==> config.mk <==
export PLATFORM = sky130hd
export DESIGN_NAME = nibble_serial_addsub
export DESIGN_NICKNAME = d
export VERILOG_FILES = /design/src/rtl/alu_pkg.sv /design/src/rtl/adder4.sv /design/src/rtl/nibble_serial_addsub.sv
export SDC_FILE = /design/constraint.sdc
export NUM_CORES = 1
export LEC_CHECK = 0
export ABC_CLOCK_PERIOD_IN_PS = 2200
export CORE_UTILIZATION = 50
export DETAILED_ROUTE_END_ITERATION = 10
export GPL_TIMING_DRIVEN = 0
export MAX_ROUTING_LAYER = met4
export PLACE_DENSITY = 0.74
export RECOVER_POWER = 50
export SKIP_LAST_GASP = 1
export SYNTH_ARGS = -nofsm -noshare
export SYNTH_HDL_FRONTEND = slang
export SYNTH_SLANG_ARGS = --single-unit
==> constraint.sdc <==
create_clock -name clk -period 2.2 [get_ports clk]
set_input_delay 0.44 -clock clk [delete_from_list [all_inputs] [get_ports clk]]
set_output_delay 0.44 -clock clk [all_outputs]
set_load 0.01 [all_outputs]
==> src/rtl/alu_pkg.sv <==
// rtl/alu_pkg.sv - shared types and constants for the nibble-serial add/sub unit
package alu_pkg;

  typedef enum logic [1:0] {
    IDLE = 2'd0,
    RUN  = 2'd1,
    DONE = 2'd2
  } state_e;

  localparam logic OP_ADD = 1'b0;
  localparam logic OP_SUB = 1'b1;

  localparam int NIB_W = 4;

endpackage

==> src/rtl/adder4.sv <==
// rtl/adder4.sv - 4-bit carry-lookahead adder slice
module adder4
  import alu_pkg::*;
(
  input  logic [NIB_W-1:0] a_i,
  input  logic [NIB_W-1:0] b_i,
  input  logic             cin_i,
  output logic [NIB_W-1:0] sum_o,
  output logic             cout_o
);

  logic [NIB_W-1:0] g;
  logic [NIB_W-1:0] p;
  logic [NIB_W:0]   c;

  assign g = a_i & b_i;
  assign p = a_i ^ b_i;

  // Every carry is a flat function of g/p/cin, no ripple between bits.
  assign c[0] = cin_i;
  assign c[1] = g[0] | (p[0] & cin_i);
  assign c[2] = g[1] | (p[1] & g[0]) | (p[1] & p[0] & cin_i);
  assign c[3] = g[2] | (p[2] & g[1]) | (p[2] & p[1] & g[0])
              | (p[2] & p[1] & p[0] & cin_i);
  assign c[4] = g[3] | (p[3] & g[2]) | (p[3] & p[2] & g[1])
              | (p[3] & p[2] & p[1] & g[0])
              | (p[3] & p[2] & p[1] & p[0] & cin_i);

  assign sum_o  = p ^ c[NIB_W-1:0];
  assign cout_o = c[NIB_W];

endmodule

==> src/rtl/nibble_serial_addsub.sv <==
// rtl/nibble_serial_addsub.sv - sequential add/subtract, one nibble per clock through adder4
module nibble_serial_addsub
  import alu_pkg::*;
#(
  parameter int WIDTH = 16,
  parameter int NIB   = WIDTH / 4
) (
  input  logic             clk,
  input  logic             rst_n,
  input  logic             start_valid,
  output logic             start_ready,
  input  logic             op_sub,
  input  logic [WIDTH-1:0] a,
  input  logic [WIDTH-1:0] b,
  output logic             res_valid,
  input  logic             res_ready,
  output logic [WIDTH-1:0] result,
  output logic             carry,
  output logic             overflow,
  output logic             zero,
  output logic             negative
);

  localparam int CNT_W = (NIB > 1) ? $clog2(NIB) : 1;
  localparam logic [CNT_W-1:0] LAST_CNT = CNT_W'(NIB - 1);

  state_e state_q, state_d;

  logic [WIDTH-1:0]       a_sh_q, a_sh_d;
  logic [WIDTH-1:0]       b_sh_q, b_sh_d;
  logic [WIDTH-NIB_W-1:0] res_sh_q, res_sh_d;
  logic                   carry_reg_q, carry_reg_d;
  logic [CNT_W-1:0]       cnt_q, cnt_d;
  logic                   msb_a_q, msb_a_d;
  logic                   msb_b_q, msb_b_d;
  logic [WIDTH-1:0]       result_q, result_d;
  logic                   carry_q, carry_d;
  logic                   ovf_q, ovf_d;
  logic                   zero_q, zero_d;
  logic                   neg_q, neg_d;

  logic [NIB_W-1:0] nib_sum;
  logic             nib_cout;
  logic [WIDTH-1:0] b_eff;
  logic [WIDTH-1:0] full_sum;
  logic             accept;
  logic             last_nib;

  adder4 u_adder4 (
    .a_i    (a_sh_q[NIB_W-1:0]),
    .b_i    (b_sh_q[NIB_W-1:0]),
    .cin_i  (carry_reg_q),
    .sum_o  (nib_sum),
    .cout_o (nib_cout)
  );

  assign b_eff    = (op_sub == OP_SUB) ? ~b : b;
  assign accept   = (state_q == IDLE) && start_valid;
  assign last_nib = (state_q == RUN) && (cnt_q == LAST_CNT);
  // Previously produced nibbles sit below the one coming out of the slice now.
  assign full_sum = {nib_sum, res_sh_q};

  always_ff @(posedge clk or negedge rst_n) begin
    if (!rst_n) begin
      state_q <= IDLE;
    end else begin
      state_q <= state_d;
    end
  end

  always_comb begin
    state_d = state_q;
    unique case (state_q)
      IDLE:    if (start_valid) state_d = RUN;
      RUN:     if (cnt_q == LAST_CNT) state_d = DONE;
      DONE:    if (res_ready) state_d = IDLE;
      default: state_d = IDLE;
    endcase
  end

  always_comb begin
    start_ready = (state_q == IDLE);
    res_valid   = (state_q == DONE);
  end

  always_comb begin
    a_sh_d      = a_sh_q;
    b_sh_d      = b_sh_q;
    res_sh_d    = res_sh_q;
    carry_reg_d = carry_reg_q;
    cnt_d       = cnt_q;
    msb_a_d     = msb_a_q;
    msb_b_d     = msb_b_q;
    result_d    = result_q;
    carry_d     = carry_q;
    ovf_d       = ovf_q;
    zero_d      = zero_q;
    neg_d       = neg_q;

    if (accept) begin
      a_sh_d      = a;
      b_sh_d      = b_eff;
      carry_reg_d = (op_sub == OP_SUB);
      cnt_d       = '0;
      msb_a_d     = a[WIDTH-1];
      msb_b_d     = b_eff[WIDTH-1];
    end else if (state_q == RUN) begin
      a_sh_d      = a_sh_q >> NIB_W;
      b_sh_d      = b_sh_q >> NIB_W;
      res_sh_d    = full_sum[WIDTH-1:NIB_W];
      carry_reg_d = nib_cout;
      cnt_d       = cnt_q + CNT_W'(1);
      // Visible outputs change only here so they hold through DONE and IDLE.
      if (last_nib) begin
        result_d = full_sum;
        carry_d  = nib_cout;
        ovf_d    = (msb_a_q == msb_b_q) && (full_sum[WIDTH-1] != msb_a_q);
        zero_d   = (full_sum == '0);
        neg_d    = full_sum[WIDTH-1];
      end
    end
  end

  always_ff @(posedge clk or negedge rst_n) begin
    if (!rst_n) begin
      a_sh_q      <= '0;
      b_sh_q      <= '0;
      res_sh_q    <= '0;
      carry_reg_q <= 1'b0;
      cnt_q       <= '0;
      msb_a_q     <= 1'b0;
      msb_b_q     <= 1'b0;
      result_q    <= '0;
      carry_q     <= 1'b0;
      ovf_q       <= 1'b0;
      zero_q      <= 1'b0;
      neg_q       <= 1'b0;
    end else begin
      a_sh_q      <= a_sh_d;
      b_sh_q      <= b_sh_d;
      res_sh_q    <= res_sh_d;
      carry_reg_q <= carry_reg_d;
      cnt_q       <= cnt_d;
      msb_a_q     <= msb_a_d;
      msb_b_q     <= msb_b_d;
      result_q    <= result_d;
      carry_q     <= carry_d;
      ovf_q       <= ovf_d;
      zero_q      <= zero_d;
      neg_q       <= neg_d;
    end
  end

  assign result   = result_q;
  assign carry    = carry_q;
  assign overflow = ovf_q;
  assign zero     = zero_q;
  assign negative = neg_q;

endmodule

Yosys cells after proc, flatten, opt, wreduce, memory -nomap -nowiden. Cells that the tools add are included. Widths: inputs -> output; s select.

Register bits: 71. Output and inout port bits: 22.

$add $sub $neg: 1. Equality and inequality tests: 8. Mux-type cells: 13. Bitwise operators: 31. Reductions and logical operators: 9.

Operators by type and width (count): $mux 16 (5); $and 1x1->1 (16); $logic_not 16->1 (1); $not 16->16 (1); $mux 2 (5); $or 1x1->1 (10); $xor 4x4->4 (2); $pmux 2 s3 (1); $reduce_and 3->1 (2); $and 4x4->4 (1); $eq 2x2->1 const B (2); $ne 2x2->1 const B (2); $logic_and 1x1->1 (3); $add 2x1->2 const B (1); $eq 2x1->1 const B (1); $logic_not 2->1 (1); $mux 1 (2); $ne 2x1->1 const B (1); $reduce_and 2->1 (1); $reduce_bool 2->1 (1); $eq 1x1->1 (1); $ne 1x1->1 (1); $not 1->1 (1).

Depth between registers and ports, before layout.
Depth in word-level cells: 8. Gate-level depth with buffers: 6.

Cells and area by module. A second synthesis with hierarchy kept.

Cells, all modules: 300. Area total of the unflattened synthesis: 3155.5 um2.

Modules (own cells, without submodules): nibble_serial_addsub (instances 1, cells an instance 283, area an instance 3007.9 um2, sequential area each 1751.7 um2); adder4 (instances 1, cells an instance 17, area an instance 147.6 um2, sequential area each 0.0 um2).

Least setup slack after synthesis. Ideal clock, no wire load.

Path kind: register -> register. Start point: reg a_sh_q[0]. End point: reg ovf_q, in the netlist overflow. Library setup time: 80 ps. Arrival: 1491 ps. Required time: 2120 ps. Path slack: 629 ps. Cell stages (with the launch flop): 6. Buffers on the path: 0. Period minus slack after synthesis: 1571 ps. Cell sequence: dfrtp_1 ha_1 a211oi_1 o21ai_0 a311o_1 o211ai_2.

Word-level cells in the longest chain between the ends: 7.

RTL lines: from (decl) (RTL line nibble_serial_addsub.sv:29) `logic [WIDTH-1:0] a_sh_q, a_sh_d;`; from (signal assigned) (RTL line nibble_serial_addsub.sv:139) `a_sh_q <= a_sh_d;`; $and 4x4->4 or $xor 4x4->4 (tied branches) (RTL line adder4.sv:16, adder4.sv:17); $and 1x1->1 (on tied branches) (RTL line adder4.sv:23, adder4.sv:24); $or 1x1->1 or $and 1x1->1 (tied branches) (RTL line adder4.sv:23, adder4.sv:24); $or 1x1->1 (*) (RTL line adder4.sv:24) `| (p[2] & p[1] & p[0] & cin_i);`; $xor 4x4->4 (*) (RTL line adder4.sv:29) `assign sum_o = p ^ c[NIB_W-1:0];`; $ne 1x1->1 (*) (RTL line nibble_serial_addsub.sv:117) `ovf_d = (msb_a_q == msb_b_q) && (full_sum[WIDTH-1] != msb_a_q);`; $logic_and 1x1->1 (*) (RTL line nibble_serial_addsub.sv:117); to (signal assigned) (RTL line nibble_serial_addsub.sv:148) `ovf_q <= ovf_d;`; to (decl) (RTL line nibble_serial_addsub.sv:38) `logic ovf_q, ovf_d;`.

Mark *: on every way between the ends. The rest lies on a longest branch, timed or not. A chain may end at the register's enable or synchronous reset.

Final worst setup path.
Start point: reg state_q[0]. End point: out res_valid.

Word-level cells in the longest chain between the ends: 1.

RTL lines: from (decl) (RTL line nibble_serial_addsub.sv:27) `state_e state_q, state_d;`; from (signal assigned) (RTL line nibble_serial_addsub.sv:67) `state_q <= state_d;`; $eq 2x2->1 (RTL line nibble_serial_addsub.sv:83) `res_valid = (state_q == DONE);`; to (decl) (RTL line nibble_serial_addsub.sv:15) `output logic res_valid,`.

Every way passes these cells.

==> results.yml <==
floorplan:
  dieArea_um2: 6592
  die_h_um: 81.19
  die_x_um: 81.19
  start_util: 0.5234
  rows: 28
  coreArea_um2: 5991
  num_io_pins: 59
global_routing:
  grt_antenna_before_repair: 0
  grt_max_degree: 71
  grt_pass1_vias: 2264
  gr-total-overflow: 0
  grt_first_pass_wirelength_um: 10800
  grtUsageTotal: 0.2310
sta:
  clock_skew_ns: 0.008323
  worst_pin_slew_ns: 1.685
  setup_viol: 0
  rsz0062_at_grt: "false"
  fmax_mhz: 514.2
  maxSlewViolCount: 71
  slew-limit-headroom: -0.1237
  min_period_over_period: 0.8840
  final_hold_viol_count: 0
  whs_ns: 0.4812
  min_period_ns: 1.945
setup_path:
  reg2reg_depth: 5
  end_kind: "output pin"
  reg2reg_to: "overflow"
  r2r_start: "b_sh_q[0]"
  crit_arrival_ns: 1.50
  path_max_fanout: 5
  cp.required_ns: 1.76
  crit_type: "flip-flop to output pin"
  critPathLaunchType: "flip-flop"
  reg2reg_setup_slack_ns: 0.44
route:
  wl_met3_um: 245
  routed-wl-met2_um: 2952
  met1Wirelength_um: 3046
  vias: 2349
  topRoutingLayerUsed: "met4"
  wl_per_cell_um: 14.45
  routed_via_density: 5.291
  ant_nets: 0
  drt_iter0_markers: 140
  first_pass_iters: 4
  routed_wl_um: 6417
  drcViolationCount: 0
synthesis:
  synth_seq_cells: 70
  synth_cells: 296
  yosysTopAreaCell: "dfrtp_1"
  netlist.area_leader.share: 0.5587
  ys_types: 35
  avgSynthCellArea_um2: 10.59
  yosysSeqAreaShare: 0.5587
  synth.area.top_cells: "dfrtp_1, nand2_1, xnor2_1"
  syn_area_um2: 3136
  yosysWarnings: 0
  synth.net_count: 339
flow_run:
  maxCapViolCount: 1
placement:
  hpwl_um: 4501
  io_buffer_count: 57
  place.gp.congestion: 0.9296
  placed_area_um2: 3797
layout:
  diodes: 0
  fin_area_um2: 3953
  nets: 407
  area.growth.synth_to_final_pct: 26.06
  layout-drive-gt1-share: 0.1192
cts:
  htree_levels: 3
  clock_latency_ns: 0.35
  post_cts_buffers: 0
  cts_hold_buf: 0
  cts-root-buf: "clkbuf_8"
  cts.repair.resized: 0
  cts_tree: "done"
  cts_buffers: 9
  clkSinkCount: 70
  clkTransAtPathRegs_ns: 0.07
  cts_max_path_buffers: 2
power:
  total_leakage_power_nw: 1.804
  ir_worst_vdd_mv: 0.7518
  finalPower_mw: 5.757
  p_per_area_nw_per_um2: 1457
worst_hold_path:
  hold_end: "a_sh_q[11]"
  min_from: "a_sh_q[11]"
  hp-class: "flip-flop to flip-flop"
  hold_depth: 2
status:
  status: "complete, but fails checks"
  failed_checks: "max-capacitance violations, max-slew violations"
[state kept, by name (all words and copies together) (netlist names)]
name	count
state_q	2
result	16
cnt_q	2
b_sh_q	16
zero	1
carry	1
carry_reg_q	1
res_sh_q	12
a_sh_q	16
msb_a_q	1
overflow	1
msb_b_q	1
[kinds of logic (layout without fill, tap and decap cells)]
| logic type | Yosys count | after routing | share of synthesized area |
|---|---|---|---|
| AOI/OAI and AO/OA | 54 | 54 | 0.1237 |
| xor gates and xnor gates | 18 | 18 | 0.05028 |
| adders and majority gates | 6 | 6 | 0.02634 |
| buffers and inverters | 22 | 95 | 0.03591 |
| DFF | 70 | 70 | 0.5587 |
| muxes | 12 | 12 | 0.04429 |
| and+or+nand+nor | 114 | 114 | 0.1608 |
[worst max-delay path, stage by stage, from the launching register on]
cell and delay (ns):
dfrtp_1 0.42, nand2b_1 0.17, inv_1 0.05, clkdlybuf4s50_1 0.52
[where the power goes]
group	switching, mW	internal (mW)	leakage (nW)
Clock	0.489	0.433	0.0841
Sequential	0.399	1.88	0.888
Combinational	1.36	1.20	0.832
Total	2.24	3.51	1.80
[layout make-up]
class,instances,area [µm²]
clock inverter,6,37.54
clock buffer,10,137.6
tap,75,93.84
buffer,18,96.34
fill,483,2038
timing repair buffer,57,565.5
multi-input combinational,204,1255
sequential,70,1752
inverter,4,15.01
[cells in the final DEF (no fill, tap or decap), types with 3 or more instances in the layout]
| cell type | instances |
|---|---|
| a221o_1 | 13 |
| a22oi_1 | 12 |
| buf_2 | 8 |
| clkbuf_1 | 7 |
| clkbuf_8 | 10 |
| clkdlybuf4s50_1 | 56 |
| clkinv_2 | 3 |
| clkinvlp_4 | 3 |
| dfrtp_1 | 70 |
| ha_1 | 5 |
| inv_1 | 4 |
| mux2_2 | 11 |
| nand2_1 | 79 |
| nand3_1 | 5 |
| nor2_1 | 18 |
| o21ai_0 | 23 |
| xnor2_1 | 16 |
[Yosys cell counts]
master and n:
buf_6 2, xor2_1 2, clkbuf_1 6, fa_1 1, nor2_4 1, nor2_1 18, dfrtp_1 70, nor4b_2 1
a21oi_1 1, a221o_1 13, o21ai_0 23, nand2_1 78, a22oi_1 12, a32o_1 1, buf_2 9, mux2_2 11
o211ai_2 1, nand2_4 1, nor4_1 2, nand3_1 5, mux2_4 1, buf_4 1, inv_1 4, nor2b_2 1
ha_1 5, nor3b_4 1, xnor2_1 16, nand4b_1 1, and3b_1 1, a21o_1 1, a211oi_1 1, or3_1 1
nor3_1 1, nand2b_1 2, a311o_1 1
[worst max path at each step]
stage | startpoint | end | slack [ns] | cells past startpoint
finish | state_q[0] | res_valid | 0.26 | 3
global route | state_q[0] | res_valid | 0.17 | 3
CTS | state_q[0] | res_valid | 0.21 | 3
detailed placement | start_valid | b_sh_q[6] | 0.10 | 5
global placement | rst_n | b_sh_q[13] | -1.62 | 1
floorplan | a_sh_q[0] | overflow | 0.63 | 5
[stage by stage]
| step | utilization | worst slack [ns] | instances | TNS, ns |
|---|---|---|---|---|
| after floorplan | - | 0.6287 | 296 | 0 |
| final | 0.6598 | 0.2551 | 444 | 0 |
| after global placement | 0.6343 | -1.623 | 428 | -113.33 |
| after CTS | 0.6631 | 0.2129 | 444 | 0 |
| after global routing | 0.6598 | 0.1750 | 444 | 0 |
| after detailed placement | 0.6339 | 0.1028 | 428 | 0 |
[layer usage]
metal | vias up | track usage
met2 | 65 | 0.3361
met3 | 17 | 0.05393
met1 | 1116 | 0.3059
met5 | - | -
met4 | 0 | 0.1071
li1 | 1151 | -
Power figures use the tool's default switching activity.
